--- config.mk ---
export PLATFORM = sky130hd
export DESIGN_NAME = button_conditioner
export DESIGN_NICKNAME = d
export VERILOG_FILES = /design/src/rtl/btn_pkg.sv /design/src/rtl/btn_debounce_ch.sv /design/src/rtl/button_conditioner.sv
export SDC_FILE = /design/constraint.sdc
export NUM_CORES = 1
export LEC_CHECK = 0
export ABC_AREA = 1
export CAP_MARGIN = 10
export CORE_MARGIN = 1
export CORE_UTILIZATION = 35
export DETAILED_ROUTE_END_ITERATION = 6
export GPL_TIMING_DRIVEN = 0
export SYNTH_ARGS = -nofsm -noshare
export SYNTH_HDL_FRONTEND = slang
export SYNTH_SLANG_ARGS = --single-unit
--- constraint.sdc ---
create_clock -name clock -period 7.65 [get_ports clock]
set_input_delay 1.53 -clock clock [delete_from_list [all_inputs] [get_ports clock]]
set_output_delay 1.53 -clock clock [all_outputs]
set_load 0.1 [all_outputs]
--- src/rtl/btn_pkg.sv ---
// Shared types and default sizing for the pushbutton conditioning slice.
package btn_pkg;

   typedef enum logic [1:0] {
      ST_IDLE         = 2'd0,
      ST_PRESS_WAIT   = 2'd1,
      ST_HELD         = 2'd2,
      ST_RELEASE_WAIT = 2'd3
   } btn_state_e;

   localparam int unsigned DEF_NUM_BTN         = 2;
   localparam int unsigned DEF_DEBOUNCE_CYCLES = 500000;
   localparam int unsigned DEF_REPEAT_DELAY    = 25000000;
   localparam int unsigned DEF_REPEAT_PERIOD   = 5000000;

   function automatic int unsigned max_u(input int unsigned a, input int unsigned b);
      return (a > b) ? a : b;
   endfunction

endpackage

--- src/rtl/btn_debounce_ch.sv ---
// One pushbutton channel: 2-flop synchronizer, debounce FSM, auto-repeat timer.
//   state           | meaning
//   ST_IDLE         | released and stable
//   ST_PRESS_WAIT   | pressed samples being counted toward acceptance
//   ST_HELD         | press accepted, repeat timer running
//   ST_RELEASE_WAIT | released samples being counted, repeat timer frozen
module btn_debounce_ch
   import btn_pkg::*;
#(
   parameter int unsigned DEBOUNCE_CYCLES = DEF_DEBOUNCE_CYCLES,
   parameter int unsigned REPEAT_DELAY    = DEF_REPEAT_DELAY,
   parameter int unsigned REPEAT_PERIOD   = DEF_REPEAT_PERIOD
) (
   input  logic clock,
   input  logic aclr,
   input  logic i_pb_n,
   output logic o_level,
   output logic o_press,
   output logic o_release,
   output logic o_repeat
);

   localparam int CW = $clog2(DEBOUNCE_CYCLES + 1);
   localparam int RW = $clog2(max_u(REPEAT_DELAY, REPEAT_PERIOD) + 1);
   localparam logic [CW-1:0] C_DEB = CW'(DEBOUNCE_CYCLES);
   localparam logic [RW-1:0] C_DLY = RW'(REPEAT_DELAY);
   localparam logic [RW-1:0] C_PER = RW'(REPEAT_PERIOD);
   localparam bit REPEAT_EN = (REPEAT_DELAY != 0);

   logic          r_sync1;
   logic          r_sync2;
   btn_state_e    r_state;
   logic [CW-1:0] r_cnt;
   logic [RW-1:0] r_rcnt;
   logic          r_first;
   logic          r_level;
   logic          r_press;
   logic          r_release;
   logic          r_repeat;
   logic          w_s;
   logic [RW-1:0] w_rtarget;

   assign w_s       = r_sync2;
   assign w_rtarget = r_first ? C_DLY : C_PER;

   always_ff @(posedge clock or posedge aclr) begin
      if (aclr) begin
         r_sync1   <= 1'b0;
         r_sync2   <= 1'b0;
         r_state   <= ST_IDLE;
         r_cnt     <= '0;
         r_rcnt    <= '0;
         r_first   <= 1'b0;
         r_level   <= 1'b0;
         r_press   <= 1'b0;
         r_release <= 1'b0;
         r_repeat  <= 1'b0;
      end else begin
         r_sync1   <= ~i_pb_n;
         r_sync2   <= r_sync1;
         r_press   <= 1'b0;
         r_release <= 1'b0;
         r_repeat  <= 1'b0;
         case (r_state)
            ST_IDLE: begin
               if (w_s) begin
                  r_state <= ST_PRESS_WAIT;
                  r_cnt   <= CW'(1);
               end
            end
            ST_PRESS_WAIT: begin
               if (!w_s) begin
                  r_state <= ST_IDLE;
                  r_cnt   <= '0;
               end else if (r_cnt == C_DEB) begin
                  r_state <= ST_HELD;
                  r_level <= 1'b1;
                  r_press <= 1'b1;
                  r_rcnt  <= '0;
                  r_first <= 1'b1;
               end else begin
                  r_cnt <= r_cnt + 1'b1;
               end
            end
            ST_HELD: begin
               if (!w_s) begin
                  r_state <= ST_RELEASE_WAIT;
                  r_cnt   <= CW'(1);
               end else if (REPEAT_EN) begin
                  // Compare before incrementing so the first tick lands REPEAT_DELAY+1 edges after the press.
                  if (r_rcnt == w_rtarget) begin
                     r_repeat <= 1'b1;
                     r_rcnt   <= '0;
                     r_first  <= 1'b0;
                  end else begin
                     r_rcnt <= r_rcnt + 1'b1;
                  end
               end
            end
            ST_RELEASE_WAIT: begin
               if (w_s) begin
                  r_state <= ST_HELD;
               end else if (r_cnt == C_DEB) begin
                  r_state   <= ST_IDLE;
                  r_level   <= 1'b0;
                  r_release <= 1'b1;
                  r_cnt     <= '0;
               end else begin
                  r_cnt <= r_cnt + 1'b1;
               end
            end
            default: r_state <= ST_IDLE;
         endcase
      end
   end

   assign o_level   = r_level;
   assign o_press   = r_press;
   assign o_release = r_release;
   assign o_repeat  = r_repeat;

endmodule

--- src/rtl/button_conditioner.sv ---
// Conditions NUM_BTN raw active-low pushbuttons into clean levels and one-cycle pulses.
module button_conditioner
   import btn_pkg::*;
#(
   parameter int unsigned NUM_BTN         = DEF_NUM_BTN,
   parameter int unsigned DEBOUNCE_CYCLES = DEF_DEBOUNCE_CYCLES,
   parameter int unsigned REPEAT_DELAY    = DEF_REPEAT_DELAY,
   parameter int unsigned REPEAT_PERIOD   = DEF_REPEAT_PERIOD
) (
   input  logic               clock,
   input  logic               aclr,
   input  logic [NUM_BTN-1:0] pb_n,
   output logic [NUM_BTN-1:0] btn_level,
   output logic [NUM_BTN-1:0] btn_press,
   output logic [NUM_BTN-1:0] btn_release,
   output logic [NUM_BTN-1:0] btn_repeat
);

   for (genvar g = 0; g < NUM_BTN; g++) begin : g_ch
      btn_debounce_ch #(
         .DEBOUNCE_CYCLES(DEBOUNCE_CYCLES),
         .REPEAT_DELAY   (REPEAT_DELAY),
         .REPEAT_PERIOD  (REPEAT_PERIOD)
      ) u_ch (
         .clock    (clock),
         .aclr     (aclr),
         .i_pb_n   (pb_n[g]),
         .o_level  (btn_level[g]),
         .o_press  (btn_press[g]),
         .o_release(btn_release[g]),
         .o_repeat (btn_repeat[g])
      );
   end

endmodule

* Word level (Yosys, flattened, before mapping)
Cells that the tools add are included.
Storage, ports and cells: flip-flop bits (word level) 106, bits of input ports 4, output and inout port bits 8, word-level logic and storage cells 146
Cells by class: $add $sub $neg 4, equal/unequal tests 32, mux-type cells 72, bitwise operators 2, reductions and logical operators 16
Operators with widths (number):
- $mux W25 | 10
- $mux W19 | 12
- $pmux W19 S4 | 2
- $pmux W25 S2 | 2
- $add A25 B1 Y25 const B | 2
- $eq A25 B25 Y1 | 2
- $add A19 B1 Y19 const B | 2
- $eq A19 B19 Y1 const B | 2
- $mux W1 | 28
- $mux W2 | 12
- $ne A2 B1 Y1 const B | 12
- $reduce_and A4 Y1 | 6
- $reduce_and A5 Y1 | 4
- $pmux W2 S4 | 2
- $ne A3 B3 Y1 const B | 4
- $eq A2 B2 Y1 const B | 4
- $ne A2 B2 Y1 const B | 4
- $pmux W1 S2 | 4
- $reduce_bool A2 Y1 | 4
- $ne A3 B1 Y1 const B | 2
- $eq A2 B1 Y1 const B | 2
- $logic_not A2 Y1 | 2
- $not A1 Y1 | 2

* Depth between registers and ports, before layout
Gate-level depths: netlist of run 1.
depth in word-level cells 5, gate-level depth with buffers 13, mapped depth without buffers 12

* Modules after synthesis
A second synthesis of run 1 with hierarchy kept.
Unflattened totals: cells, all modules 1158, area total of the unflattened synthesis 7576.0 um2
Modules (own cells, without submodules):
- btn_debounce_ch (g_ch[0].u_ch) | times used 1, cells each 587, area each 3817.4 um2, seq. area each 1326.3 um2
- btn_debounce_ch (g_ch[1].u_ch) | times used 1, cells each 571, area each 3758.6 um2, seq. area each 1326.3 um2

* Worst setup path after synthesis of run 1
No wires, ideal clock.
path type register -> output, start point register g_ch[0].u_ch.r_level, end point output btn_level[0], data arrival time 0.600 ns, required time 6.120 ns, setup slack 5.520 ns, cell stages (with the launch flop) 2, path buffers 1, cells stage by stage dfrtp_1 > buf_4
RTL lines:
- from (decl) | RTL line btn_debounce_ch.sv:36 | logic r_level;
- from (signal assigned) | RTL line btn_debounce_ch.sv:54 | r_level <= 1'b0;
- from (signal assigned) | RTL line btn_debounce_ch.sv:77 | r_level <= 1'b1;
- from (signal assigned) | RTL line btn_debounce_ch.sv:105 | r_level <= 1'b0;
- to (decl) | RTL line button_conditioner.sv:13 | output logic [NUM_BTN-1:0] btn_level,
No word-level cell between the ends.

* Worst setup path in the final report of run 1
start point register g_ch[0].u_ch.r_level, end point output btn_level[0]
No word-level cell between the ends.

==> results of run 1 <==
worst max-delay path: cells and delay by family (launching register included):
kind     cells  cell delay, ns
buf+inv      2            1.24
flops        1            0.41
worst max path at each step:
stage,startpoint,endpoint,slack [ns],cells past startpoint
2_1_floorplan,aclr,asynchronous set/reset pin,3.33,1
3_3_place_gp,aclr,g_ch[1].u_ch.r_cnt[6],1.49,2
3_5_place_dp,g_ch[0].u_ch.o_level,btn_level[0],4.50,2
4_1_cts,g_ch[0].u_ch.o_level,btn_level[0],4.10,2
5_1_grt,g_ch[0].u_ch.o_level,btn_level[0],4.09,2
6_report,g_ch[0].u_ch.o_level,btn_level[0],4.11,2
per-layer routing:
metal	vias to the layer above	GRT usage	routed length, µm
li1	3678	-	-
met4	0	0.0567	340
met5	-	0	0
met1	3379	0.255	9440
met3	25	0.0318	787
met2	146	0.304	8900
report_power, final:
part           total, mW  internal, mW  switching, mW  leakage [nW]
logic             0.0863        0.0238         0.0625          2.24
clock network      0.480         0.262          0.217         0.149
registers          0.569         0.565        0.00420          1.46
state kept, by name, summed over array words and instances (netlist names), named ones only:
register	flops
g_ch.u_ch.r_rcnt	50
g_ch.u_ch.r_cnt	38
g_ch.u_ch.o_level	2
g_ch.u_ch.o_press	2
g_ch.u_ch.o_release	2
g_ch.u_ch.o_repeat	2
g_ch.u_ch.r_first	2
g_ch.u_ch.r_state	2
g_ch.u_ch.r_sync1	2
g_ch.u_ch.r_sync2	2
synthesized netlist by cell type (3+ instances only):
library cell	n
a21oi_1	16
buf_2	19
buf_4	13
clkbuf_1	7
dfrtp_1	106
ha_1	8
inv_1	149
nand2_1	321
nand2_2	10
nand3_1	115
nand3b_1	4
nand4_1	54
nor2_1	189
nor3_1	27
o2111ai_1	3
o21ai_0	43
o21bai_1	3
o31ai_1	5
xnor2_1	5
xor2_1	25
cell families (layout without fill, tap and decap cells):
kind of cell | count (synthesis) | count (layout)
AND/OR/NAND/NOR | 731 | 731
buffers and inverters | 195 | 223
flip-flops | 106 | 106
AO/OA/AOI/OAI | 76 | 76
XOR/XNOR | 30 | 30
adder cells (fa/ha/maj) | 8 | 8
final cells by class:
type	count	share of cell area
Tap cell	270	0.0411
Clock buffer	11	0.0295
Sequential cell	106	0.323
Timing Repair Buffer	12	0.0167
Multi-Input combinational cell	845	0.483
Inverter	153	0.0708
Clock inverter	5	0.00655
Buffer	42	0.0300
per-stage QoR:
step,utilization,setup WS [ns],cells
after floorplan,-,3.33,1146
after global placement,0.384,1.49,1427
after detailed placement,0.385,4.50,1428
after CTS,0.400,4.10,1444
after global routing,0.400,4.09,1444
final,0.400,4.11,1444
==> reports/metrics.csv, run 1 <==
metric;value;unit
status;complete, no violations;
initial_core_util;0.362;
final_cell_mix;321 x nand2_1, 189 x nor2_1, 148 x inv_1;
port_buffers;11;
path_class;reg -> out;
critical-path-max-stage-delay;1.11;ns
synthXorXnorAreaFrac;0.0353;
hold_ws;0.359;ns
max_freq;282;MHz
ys_seq_area_frac;0.356;
hold_buffers;0;
arrival;2.01;ns
p_leak;3.84;nW
cts_root_buf;clkbuf_16;
drv_slew;0;
end_kind;output pin;
regToRegEndpoint;g_ch[1].u_ch.r_rcnt[9];
cts_resized;0;
drv_cap;0;
antenna_found_initial;0;
synth_top_family_by_area;simple AND/OR/NAND/NOR gates;
start_kind;register;
final_area;8220;µm²
setup_viol;0;
ys.flop_type;dfrtp_1;
hold-path-endpoint;g_ch[0].u_ch.r_sync2;
cts_made_buffers;9;
hold_viol;0;
cp_cell_sequence;buf_4 > clkdlybuf4s50_1;
synth-edff-count;0;
yosys.area_share.simple;0.426;
layout_commonest_cell;nand2_1;
die_w;148;µm
power;1.14;mW
core_area;20600;µm²
rsz0062_at_grt;no;
ant_nets;0;
fin_worst_skew;0.0107;ns
cts_sinks;106;
firstDrtPassIters;7;
cts_max_level;3;
relSlewSlack;0.350;
drt_iter0_drc;541;
post-cts-setup-buffer-count;0;
ir_worst_vdd;0.0994;mV
synth_seq_cells;106;
layout_min_cycle_time;3.54;ns
slowest_stage;clkdlybuf4s50_1;
hpwlAfterDp;14400;µm
via_per_inst;5.01;
final.setup.tns;0;ns
synth_cells;1146;
cts_buffer_depth;2;
clkTransAtPathRegs;0.07;ns
syn2layout_area_growth;10.4;%
muxShareOfSynthArea;0;
timing.rr.start;g_ch[1].u_ch.r_cnt[0];
synth_top_area_frac;0.356;
grt_start_max_net_pins;62;
critPathRequiredTime;6.12;ns
drive_gt1_frac;0.0639;
num_vias;7228;
hold_depth;0;
dieArea;21900;µm²
grt_first_pass_wirelength;33000;µm
synth_fa_ha_area_frac;0.0134;
die_h;148;µm
n_antenna_cell;0;
synth_compound_area_frac;0.0583;
grt_pass1_vias;6670;
synthArstFlopShare;1.00;
regArea;2650;µm²
r2r_slack;5.45;ns
synth_top_area_cell;dfrtp_1;
gp_congestion;0.948;
yosysWarnings;0;
min-delay-start;g_ch[0].u_ch.r_sync1;
grtUsageTotal;0.187;
num-fill-cells;2236;
r2r_cells;9;
ios;12;
p_per_area;138;nW/µm²
ys_types;36;
totalWireLength;19500;µm
cp_max_fo;2;
placed_area;7920;µm²
hold_path.class;reg -> reg;
wl_per_cell;13.5;µm
syn_nets;1158;
avgSynthCellArea;6.50;µm²
multiInputGateArea;3970;µm²
tritoncts;yes;
synth_area;7440;µm²
fin_crit_sh;0.463;
synth_area_leaders;dfrtp_1 36%, nand2_1 16%, nor2_1 9.5%;
drc_errors;0;
grt_overflow_total;0;
tightest_slew;0.972;ns
layout.nets;1181;
rows;52;
clock_latency;0.36;ns
Power figures use the tool's default switching activity.
==> run 2, diff against run 1 <==
==> constraint.sdc (replaced) <==
create_clock -name clock -period 3.5 [get_ports clock]
set_input_delay 0.7 -clock clock [delete_from_list [all_inputs] [get_ports clock]]
set_output_delay 0.7 -clock clock [all_outputs]
set_load 0.1 [all_outputs]
==> results of run 2 <==
The final DEF is identical to that of run 1. Status: complete, no violations.
Main changes from that run: setup slack after placement 4.50 ns -> 1.18 ns; setup slack after layout 4.11 ns -> 0.788 ns; register-to-register setup slack 5.45 ns -> 1.30 ns; total power 1.14 mW -> 2.48 mW; worst IR drop on VDD 0.0994 mV -> 0.217 mV
